### src/rtl/imm_gen_pipe_if.sv
// Bus bundle for imm_gen_pipe: instruction beats in, immediates out, plus flush.
// Handshake: a beat moves on a rising edge where valid & ready are both high.
// The sender holds valid and its data steady until that edge.
// The receiver may raise or drop ready at any time.
`timescale 1ns/1ps

interface imm_gen_pipe_if #(
   parameter int XLEN  = 32,
   parameter int TAG_W = 32
);
   logic             flush;
   logic             in_valid;
   logic             in_ready;
   logic [31:0]      in_inst;
   logic [2:0]       in_sel;
   logic [TAG_W-1:0] in_tag;
   logic             out_valid;
   logic             out_ready;
   logic [XLEN-1:0]  out_imm;
   logic [TAG_W-1:0] out_tag;
   logic             out_illegal;

   modport master (
      output flush, in_valid, in_inst, in_sel, in_tag, out_ready,
      input  in_ready, out_valid, out_imm, out_tag, out_illegal
   );

   modport slave (
      input  flush, in_valid, in_inst, in_sel, in_tag, out_ready,
      output in_ready, out_valid, out_imm, out_tag, out_illegal
   );
endinterface

### src/rtl/imm_gen_pipe.sv
// Pipelined RISC-V immediate generator.
// The immediate is decoded at the input and held in a main register M backed by a skid register K.
`timescale 1ns/1ps

module imm_gen_pipe #(
   parameter int XLEN  = 32,
   parameter int TAG_W = 32
) (
   input logic          clk,
   input logic          rst_n,
   imm_gen_pipe_if.slave bus
);

   if (XLEN != 32 && XLEN != 64) begin : g_bad_xlen
      $error("imm_gen_pipe: XLEN must be 32 or 64");
   end

   localparam logic [2:0] SEL_I  = 3'd0;
   localparam logic [2:0] SEL_S  = 3'd1;
   localparam logic [2:0] SEL_B  = 3'd2;
   localparam logic [2:0] SEL_U  = 3'd3;
   localparam logic [2:0] SEL_J  = 3'd4;
   localparam logic [2:0] SEL_Z  = 3'd5;
   localparam logic [2:0] SEL_SH = 3'd6;

   logic [31:0] inst;
   logic        s;
   logic [63:0] imm_full;
   logic        new_ill;
   logic [XLEN-1:0] new_imm;

   assign inst = bus.in_inst;
   assign s    = inst[31];

   // Decode at full 64-bit width, then truncate; avoids zero-width replications for XLEN=32.
   always_comb begin
      imm_full = 64'd0;
      new_ill  = 1'b0;
      case (bus.in_sel)
         SEL_I:  imm_full = {{52{s}}, inst[31:20]};
         SEL_S:  imm_full = {{52{s}}, inst[31:25], inst[11:7]};
         SEL_B:  imm_full = {{51{s}}, s, inst[7], inst[30:25], inst[11:8], 1'b0};
         SEL_U:  imm_full = {{32{s}}, inst[31:12], 12'd0};
         SEL_J:  imm_full = {{43{s}}, s, inst[19:12], inst[20], inst[30:21], 1'b0};
         SEL_Z:  imm_full = {59'd0, inst[19:15]};
         SEL_SH: imm_full = (XLEN == 64) ? {58'd0, inst[25:20]} : {59'd0, inst[24:20]};
         default: begin
            imm_full = 64'd0;
            new_ill  = 1'b1;
         end
      endcase
   end

   assign new_imm = imm_full[XLEN-1:0];

   logic unused_bits;
   assign unused_bits = ^{inst[6:0], imm_full};

   logic             m_valid_q, m_valid_d;
   logic [XLEN-1:0]  m_imm_q,   m_imm_d;
   logic [TAG_W-1:0] m_tag_q,   m_tag_d;
   logic             m_ill_q,   m_ill_d;
   logic             k_valid_q, k_valid_d;
   logic [XLEN-1:0]  k_imm_q,   k_imm_d;
   logic [TAG_W-1:0] k_tag_q,   k_tag_d;
   logic             k_ill_q,   k_ill_d;

   logic push;
   logic pop;

   // in_ready depends only on registered state, so there is no combinational path from out_ready.
   assign push = bus.in_valid & ~k_valid_q;
   assign pop  = m_valid_q & bus.out_ready;

   always_comb begin
      m_valid_d = m_valid_q;
      m_imm_d   = m_imm_q;
      m_tag_d   = m_tag_q;
      m_ill_d   = m_ill_q;
      k_valid_d = k_valid_q;
      k_imm_d   = k_imm_q;
      k_tag_d   = k_tag_q;
      k_ill_d   = k_ill_q;
      if (bus.flush) begin
         m_valid_d = 1'b0;
         k_valid_d = 1'b0;
      end else if (!m_valid_q || pop) begin
         if (k_valid_q) begin
            m_valid_d = 1'b1;
            m_imm_d   = k_imm_q;
            m_tag_d   = k_tag_q;
            m_ill_d   = k_ill_q;
            k_valid_d = push;
            if (push) begin
               k_imm_d = new_imm;
               k_tag_d = bus.in_tag;
               k_ill_d = new_ill;
            end
         end else begin
            m_valid_d = push;
            if (push) begin
               m_imm_d = new_imm;
               m_tag_d = bus.in_tag;
               m_ill_d = new_ill;
            end
         end
      end else if (push) begin
         k_valid_d = 1'b1;
         k_imm_d   = new_imm;
         k_tag_d   = bus.in_tag;
         k_ill_d   = new_ill;
      end
   end

   always_ff @(posedge clk or negedge rst_n) begin
      if (!rst_n) begin
         m_valid_q <= 1'b0;
         m_imm_q   <= '0;
         m_tag_q   <= '0;
         m_ill_q   <= 1'b0;
         k_valid_q <= 1'b0;
         k_imm_q   <= '0;
         k_tag_q   <= '0;
         k_ill_q   <= 1'b0;
      end else begin
         m_valid_q <= m_valid_d;
         m_imm_q   <= m_imm_d;
         m_tag_q   <= m_tag_d;
         m_ill_q   <= m_ill_d;
         k_valid_q <= k_valid_d;
         k_imm_q   <= k_imm_d;
         k_tag_q   <= k_tag_d;
         k_ill_q   <= k_ill_d;
      end
   end

   assign bus.in_ready    = ~k_valid_q;
   assign bus.out_valid   = m_valid_q;
   assign bus.out_imm     = m_imm_q;
   assign bus.out_tag     = m_tag_q;
   assign bus.out_illegal = m_ill_q;

endmodule

### src/flat_wrapper.sv
// flat-port wrapper written by rule: the top's interface ports become plain ports
module imm_gen_pipe_flat 
#(
   parameter int XLEN  = 32,
   parameter int TAG_W = 32
)
  (clk, rst_n, bus_flush, bus_in_valid, bus_in_inst, bus_in_sel, bus_in_tag, bus_out_ready, bus_in_ready, bus_out_valid, bus_out_imm, bus_out_tag, bus_out_illegal);
  imm_gen_pipe_if #(.XLEN(XLEN), .TAG_W(TAG_W)) bus_i ();
  input logic clk;
  input logic rst_n;
  input wire logic [$bits(bus_i.flush)-1:0] bus_flush;
  input wire logic [$bits(bus_i.in_valid)-1:0] bus_in_valid;
  input wire logic [$bits(bus_i.in_inst)-1:0] bus_in_inst;
  input wire logic [$bits(bus_i.in_sel)-1:0] bus_in_sel;
  input wire logic [$bits(bus_i.in_tag)-1:0] bus_in_tag;
  input wire logic [$bits(bus_i.out_ready)-1:0] bus_out_ready;
  output wire logic [$bits(bus_i.in_ready)-1:0] bus_in_ready;
  output wire logic [$bits(bus_i.out_valid)-1:0] bus_out_valid;
  output wire logic [$bits(bus_i.out_imm)-1:0] bus_out_imm;
  output wire logic [$bits(bus_i.out_tag)-1:0] bus_out_tag;
  output wire logic [$bits(bus_i.out_illegal)-1:0] bus_out_illegal;
  assign bus_i.flush = bus_flush;
  assign bus_i.in_valid = bus_in_valid;
  assign bus_i.in_inst = bus_in_inst;
  assign bus_i.in_sel = bus_in_sel;
  assign bus_i.in_tag = bus_in_tag;
  assign bus_i.out_ready = bus_out_ready;
  assign bus_in_ready = bus_i.in_ready;
  assign bus_out_valid = bus_i.out_valid;
  assign bus_out_imm = bus_i.out_imm;
  assign bus_out_tag = bus_i.out_tag;
  assign bus_out_illegal = bus_i.out_illegal;
  imm_gen_pipe #(.XLEN(XLEN), .TAG_W(TAG_W)) u_core (.clk(clk), .rst_n(rst_n), .bus(bus_i));
endmodule
### config.mk
export PLATFORM = sky130hd
export DESIGN_NAME = imm_gen_pipe_flat
export DESIGN_NICKNAME = d
export VERILOG_FILES = /design/src/rtl/imm_gen_pipe_if.sv /design/src/rtl/imm_gen_pipe.sv /design/src/flat_wrapper.sv
export SDC_FILE = /design/constraint.sdc
export NUM_CORES = 1
export LEC_CHECK = 0
export CORE_ASPECT_RATIO = 0.9
export CORE_MARGIN = 2
export CORE_UTILIZATION = 51
export DETAILED_ROUTE_END_ITERATION = 8
export PLACE_DENSITY = 0.82
export SLEW_MARGIN = 20
export SYNTH_ARGS = -nofsm -noshare
export SYNTH_HDL_FRONTEND = slang
export SYNTH_SLANG_ARGS = --single-unit
### constraint.sdc
create_clock -name clk -period 2 [get_ports clk]
set_input_delay 0.2 -clock clk [delete_from_list [all_inputs] [get_ports clk]]
set_output_delay 0.2 -clock clk [all_outputs]
set_load 0.1 [all_outputs]
==> results.sh, run 1 <==
export IMPL_status="completed"
export IMPL_mostFrequentLayoutCell="dfrtp_1"
export IMPL_layout_cells_non_filler=898
export IMPL_routed_wl_um=14770
export IMPL_vias=4999
export IMPL_dr_pass1_iters=4
export IMPL_clock_fmax_mhz=529.8
export IMPL_post_route_drc_count=0
export IMPL_grt_setup_unrepaired="no"
export IMPL_cts_resized_gates=0
export IMPL_grt_usage=0.2415
export IMPL_p_leak_nw=3.554
export IMPL_dpl_hpwl_um=9992
export IMPL_initial_utilization=0.5192
export IMPL_critical_path_max_fanout=30
export IMPL_finalHoldViolCount=0
export IMPL_ff2ff_path_depth=5
export IMPL_core_area_sq_um=11930
export IMPL_timing_max_slew_rel_slack=0.6163
export IMPL_critical_path_arrival_ns=1.69
export IMPL_die_area_sq_um=13050
export IMPL_tritoncts="done"
export IMPL_synth_seq_area_share=0.5331
export IMPL_synth_async_reset_ratio=1.000
export IMPL_cts_max_level=4
export IMPL_net_count_of_the_finished_layout=797
export IMPL_ys_types=35
export IMPL_slew_viol_final=0
export IMPL_antenna_cells=0
export IMPL_dieWidth_um=120.2
export IMPL_cts_root_to_sink_buffers=2
export IMPL_number_of_enable_flip_flop_cells_after_synthesis=0
export IMPL_yosys_top_cells_area="dfrtp_1 53%, mux2_2 7.1%, nand2_1 6.2%"
export IMPL_antenna_found_initial=0
export IMPL_synth_largest_area_cell="dfrtp_1"
export IMPL_tns_ns=0
export IMPL_crit_path_end="bus_in_ready"
export IMPL_synth_avg_cell_area_sq_um=10.33
export IMPL_cts_reportedPaths_clkPinSlew_ns=0.06
export IMPL_die_height_um=108.6
export IMPL_drt_initial_drc_count=450
export IMPL_timing_reg2reg_setup_slack_ns=0.37
export IMPL_worstHoldPathType="input port to async pin"
export IMPL_startpoint="u_core.k_valid_q$_DFFE_PN0P_"
export IMPL_worst_slew_pin_slew_ns=0.5755
export IMPL_final_layout_size_suffix_gt1_frac=0.2737
export IMPL_syn_inst=600
export IMPL_endpoint_kind="output port"
export IMPL_gp_congestion=0.8707
export IMPL_synth_top_cell_area_share=0.5331
export IMPL_global_route_overflow_total=0
export IMPL_synth_area_sq_um=6196
export IMPL_ir_worst_vdd_mv=0.8441
export IMPL_startpoint_type="flop"
export IMPL_skew_ns=0.007592
export IMPL_route_detailed_wl_per_inst_um=16.44
export IMPL_final_hold_worst_slack_ns=0.3373
export IMPL_drv_max_cap_violation_count=0
export IMPL_placement_io_buffers=131
export IMPL_clock_root_buffer="clkbuf_16"
export IMPL_io_pin_count=139
export IMPL_reg2reg_from="u_core.bus.out_valid$_DFFE_PN0P_"
export IMPL_grt_start_max_net_pins=62
export IMPL_power_per_cell_area_nw_per_um2=1173
export IMPL_area_growth_pct=31.64
export IMPL_fin_crit_ns=1.888
export IMPL_cts_num_sinks=132
export IMPL_synth_ff_latch_count=132
export IMPL_grt_first_pass_wirelength_um=24850
export IMPL_clkLatencyLatePin_ns=0.41
export IMPL_final_min_period_over_clock_period=0.9438
export IMPL_worst_endpoint_required_ns=1.80
export IMPL_critical_path_class="flop to output port"
export IMPL_placed_instance_count=865
export IMPL_ys_warnings_count=0
export IMPL_floorplan_rows=38
export IMPL_detail_route_vias_per_cell=5.567
export IMPL_number_of_buffers_added_for_setup_after_cts=0
export IMPL_cts_buffers_inserted=17
export IMPL_finalSetupViolCount=0
export IMPL_post_cts_hold_buffer_count=1
export IMPL_final_antenna_net_count=0
export IMPL_postSynth_topFlopCell="dfrtp_1"
export IMPL_timing_rr_end="u_core.bus.out_imm[16]$_DFFE_PN0P_"
export IMPL_most_common_layout_cells="130 x dfrtp_1, 103 x nand2_1, 81 x buf_4, 63 x clkdlybuf4s50_1, 51 x o21ai_0"
export IMPL_grt_pass1_vias=5048
export IMPL_postSynthNetCount=672
-- critical path: stages (launching register included) --
cell     delay (ns)
dfrtp_2        0.39
buf_4          0.31
inv_1          0.18
buf_4          0.22
buf_12         0.17
-- synth_stat cells, drive strengths merged (4+ instances only) --
master  instances
clkbuf         13
mux2i          36
nor2           21
dfrtp         132
nand2b          9
nand3          24
a211oi          4
o21ai          97
o211ai         14
buf            35
nand2         104
nand3b         12
a21oi          44
mux2           39
-- how the worst min path moves through the flow --
stage	to	slack, ns
2_1_floorplan	u_core.bus.out_illegal$_DFFE_PN0P_	-0.1
3_3_place_gp	u_core.k_tag_q[8]$_DFFE_PN0P_	0.21
3_5_place_dp	u_core.k_tag_q[8]$_DFFE_PN0P_	0.21
4_1_cts	u_core.k_tag_q[8]$_DFFE_PN0P_	0.35
5_1_grt	u_core.bus.out_tag[1]$_DFFE_PN0P_	0.38
6_report	u_core.k_tag_q[8]$_DFFE_PN0P_	0.34
-- power breakdown --
group	internal [mW]	switching [mW]
combinational	0.801	2.23
sequential	3.18	0.280
clock	1.88	1.21
-- state kept, by name, indices dropped and copies added (netlist names) --
name and count:
u_core.k_ill_q 1, u_core.bus.out_valid 1, u_core.k_imm_q 32, u_core.bus.out_tag 32
u_core.k_valid_q 1, u_core.k_tag_q 32, u_core.bus.out_illegal 1, u_core.bus.out_imm 32
-- per-stage QoR --
step                      power, mW  setup WS, ns  area [sq um]  utilization
after floorplan               5.707        0.1954          6198            -
after global placement        6.433        0.1071          7556       0.6332
after detailed placement      6.526       0.06307          7556       0.6332
after CTS                     9.631        0.1141          8157       0.6835
after global routing          9.982       0.01688          8157       0.6835
final                         9.571        0.1124          8157       0.6835
-- per-layer routing --
metal | vias up | GRT usage | part of all wire
li1 | 2360 | - | -
met1 | 2435 | 0.3272 | 0.44
met2 | 184 | 0.3851 | 0.48
met3 | 20 | 0.05749 | 0.063
met4 | 0 | 0.08067 | 0.016
met5 | - | 0 | 0
-- layout make-up --
type,count,area [sq um]
clock buffers,18,439.2
clock inverters,14,151.4
fillers,900,3777
inverters,2,7.507
multi-input cells,418,2633
flip-flops and latches,132,3306
well taps,160,200.2
repair buffers,154,1420
-- cells by family (layout without fill, tap and decap cells) --
| group | after synthesis | in the layout | share of synthesized area |
|---|---|---|---|
| buf+inv | 50 | 188 | 0.04483 |
| mux | 75 | 75 | 0.1290 |
| compound gates | 163 | 163 | 0.1593 |
| fa+ha+maj | 1 | 1 | 0.001817 |
| flops | 132 | 132 | 0.5331 |
| simple gates | 179 | 179 | 0.1319 |
Power figures use the tool's default switching activity.
==> run 2, diff against run 1 <==
Settings changed: CTS_BUF_LIST from default to sky130_fd_sc_hd__clkbuf_16.
==> run 2 against run 1 <==
Compared with the run above:
- cell count stayed put
- combinational power about the same
- via count up 0.54%
- first-iteration DRC count decreased by 5.3%
- register-to-register slack got worse by 0.02 ns
- fmax about the same
- sequential cell count did not move
- non-clock buffer count is the same
- critical path type unchanged
==> results.sh, run 2 (synthesis results as in run 1) <==
export IMPL_status="completed"
export IMPL_placement_io_buffers=131
export IMPL_timing_max_slew_rel_slack=0.6140
export IMPL_timing_reg2reg_setup_slack_ns=0.35
export IMPL_route_met3_wl_um=1010
export IMPL_clock_root_buffer="clkbuf_16"
export IMPL_reg2reg_from="u_core.bus.out_valid$_DFFE_PN0P_"
export IMPL_highest_metal_used="met4"
export IMPL_critical_path_cell_count=4
export IMPL_antenna_found_initial=0
export IMPL_cts_num_sinks=132
export IMPL_cpMostUsedCell="buf_4"
export IMPL_final_antenna_net_count=0
export IMPL_startpoint_type="flop"
export IMPL_detail_route_vias_per_cell=5.597
export IMPL_cts_reportedPaths_clkPinSlew_ns=0.06
export IMPL_mostFrequentLayoutCell="dfrtp_1"
export IMPL_tns_ns=0
export IMPL_antenna_cells=0
export IMPL_route_detailed_wl_per_inst_um=16.56
export IMPL_dieWidth_um=120.2
export IMPL_grt_start_max_net_pins=62
export IMPL_dpl_hpwl_um=9992
export IMPL_die_height_um=108.6
export IMPL_cts_buffers_inserted=17
export IMPL_critical_path_max_stage_delay_ns=0.43
export IMPL_worstHoldPathType="input port to async pin"
export IMPL_most_common_layout_cells="130 x dfrtp_1, 103 x nand2_1, 81 x buf_4, 63 x clkdlybuf4s50_1, 51 x o21ai_0"
export IMPL_layout_cells_non_filler=898
export IMPL_critical_path_max_fanout=30
export IMPL_cp_top_family="buffers and inverters"
export IMPL_finalHoldViolCount=0
export IMPL_power_per_cell_area_nw_per_um2=1171
export IMPL_worst_slew_pin_slew_ns=0.5790
export IMPL_grt_first_pass_wirelength_um=24940
export IMPL_skew_ns=0.009010
export IMPL_path_buf_inv=4
export IMPL_floorplan_rows=38
export IMPL_met2WireLength_um=7165
export IMPL_clkLatencyLatePin_ns=0.41
export IMPL_routed_wl_um=14870
export IMPL_final_min_period_over_clock_period=0.9444
export IMPL_timing_critical_path_cells="buf_4 > inv_1 > buf_4 > buf_12"
export IMPL_initial_utilization=0.5192
export IMPL_io_pin_count=139
export IMPL_drv_max_cap_violation_count=0
export IMPL_timing_rr_end="u_core.bus.out_imm[16]$_DFFE_PN0P_"
export IMPL_net_count_of_the_finished_layout=797
export IMPL_area_growth_pct=31.48
export IMPL_drt_initial_drc_count=426
export IMPL_post_route_util=0.6826
export IMPL_p_leak_nw=3.548
export IMPL_placed_instance_count=865
export IMPL_ir_worst_vdd_mv=0.8279
export IMPL_gp_congestion=0.8707
export IMPL_cts_root_to_sink_buffers=2
export IMPL_tritoncts="done"
export IMPL_critical_path_arrival_ns=1.69
export IMPL_cts_max_level=4
export IMPL_endpoint_kind="output port"
export IMPL_worst_endpoint_required_ns=1.80
export IMPL_total_power_mw=9.543
export IMPL_slew_viol_final=0
export IMPL_final_layout_size_suffix_gt1_frac=0.2724
export IMPL_fin_crit_ns=1.889
export IMPL_ff2ff_path_depth=5
export IMPL_crit_slowest_cell="dfrtp_2"
export IMPL_global_route_overflow_total=0
export IMPL_core_area_sq_um=11930
export IMPL_finalSetupViolCount=0
export IMPL_grt_setup_unrepaired="no"
export IMPL_die_area_sq_um=13050
export IMPL_wl_met1_um=6490
export IMPL_vias=5026
export IMPL_post_route_drc_count=0
export IMPL_grt_usage=0.2427
export IMPL_grt_pass1_vias=5056
export IMPL_critical_path_class="flop to output port"
export IMPL_clock_fmax_mhz=529.5
export IMPL_dr_pass1_iters=5
-- run 2: cell types whose count changed in the layout (fill, tap and decap cells not counted) --
cell and change:
clkbuf_8 -1, clkinv_1 +1
-- run 2: worst max-delay path by stage --
| stage | from | endpoint | slack [ns] |
|---|---|---|---|
| global route | u_core.k_valid_q$_DFFE_PN0P_ | bus_in_ready | 0.02 |
| finish | u_core.k_valid_q$_DFFE_PN0P_ | bus_in_ready | 0.11 |
| CTS | u_core.k_valid_q$_DFFE_PN0P_ | bus_in_ready | 0.10 |
| detailed placement | bus_in_sel[2] | u_core.k_imm_q[22]$_DFFE_PN0P_ | 0.06 |
| floorplan | u_core.bus.out_valid$_DFFE_PN0P_ | u_core.bus.out_imm[10]$_DFFE_PN0P_ | 0.20 |
| global placement | bus_in_sel[2] | u_core.k_imm_q[25]$_DFFE_PN0P_ | 0.11 |
-- run 2: stage by stage --
step                      worst slack (ns)  hold WS (ns)  instance area [sq um]
after global routing               0.01681        0.3799                   8147
after global placement              0.1071        0.2070                   7556
after detailed placement           0.06307        0.2142                   7556
after CTS                           0.1030        0.3499                   8147
after floorplan                     0.1954      -0.09559                   6198
final                               0.1113        0.3384                   8147
-- run 2: repair_timing --
item                                    CTS  global route
gates resized for setup                   0             0
endpoints found under the setup margin    0             0
hold buffers                              1             0
buffers inserted                          0             0
endpoints found under the hold margin    58             0
-- run 2: routing by layer --
metal  vias to the layer above  track usage
li1                       2354            -
met1                      2453       0.3302
met2                       204       0.3884
met3                        15      0.05591
met4                         0      0.07815
met5                         -            0
-- run 2: final cells by class --
class | instances | area, sq um
multi-input combinational | 418 | 2633
timing repair buffer | 154 | 1420
fill | 900 | 3787
inverter | 2 | 7.507
tap | 160 | 200.2
clock inverter | 15 | 155.1
sequential | 132 | 3306
clock buffer | 17 | 425.4
-- run 2: report_power, final --
part           internal, mW  switching, mW
combinational         0.801           2.23
clock                  1.84           1.21
sequential             3.18          0.281
==> run 3, diff against run 2 <==
Settings changed: CTS_CLUSTER_DIAMETER from default to 50.
==> results of run 3 <==
No change in the layout: final DEF, timing and power equal those of run 2.
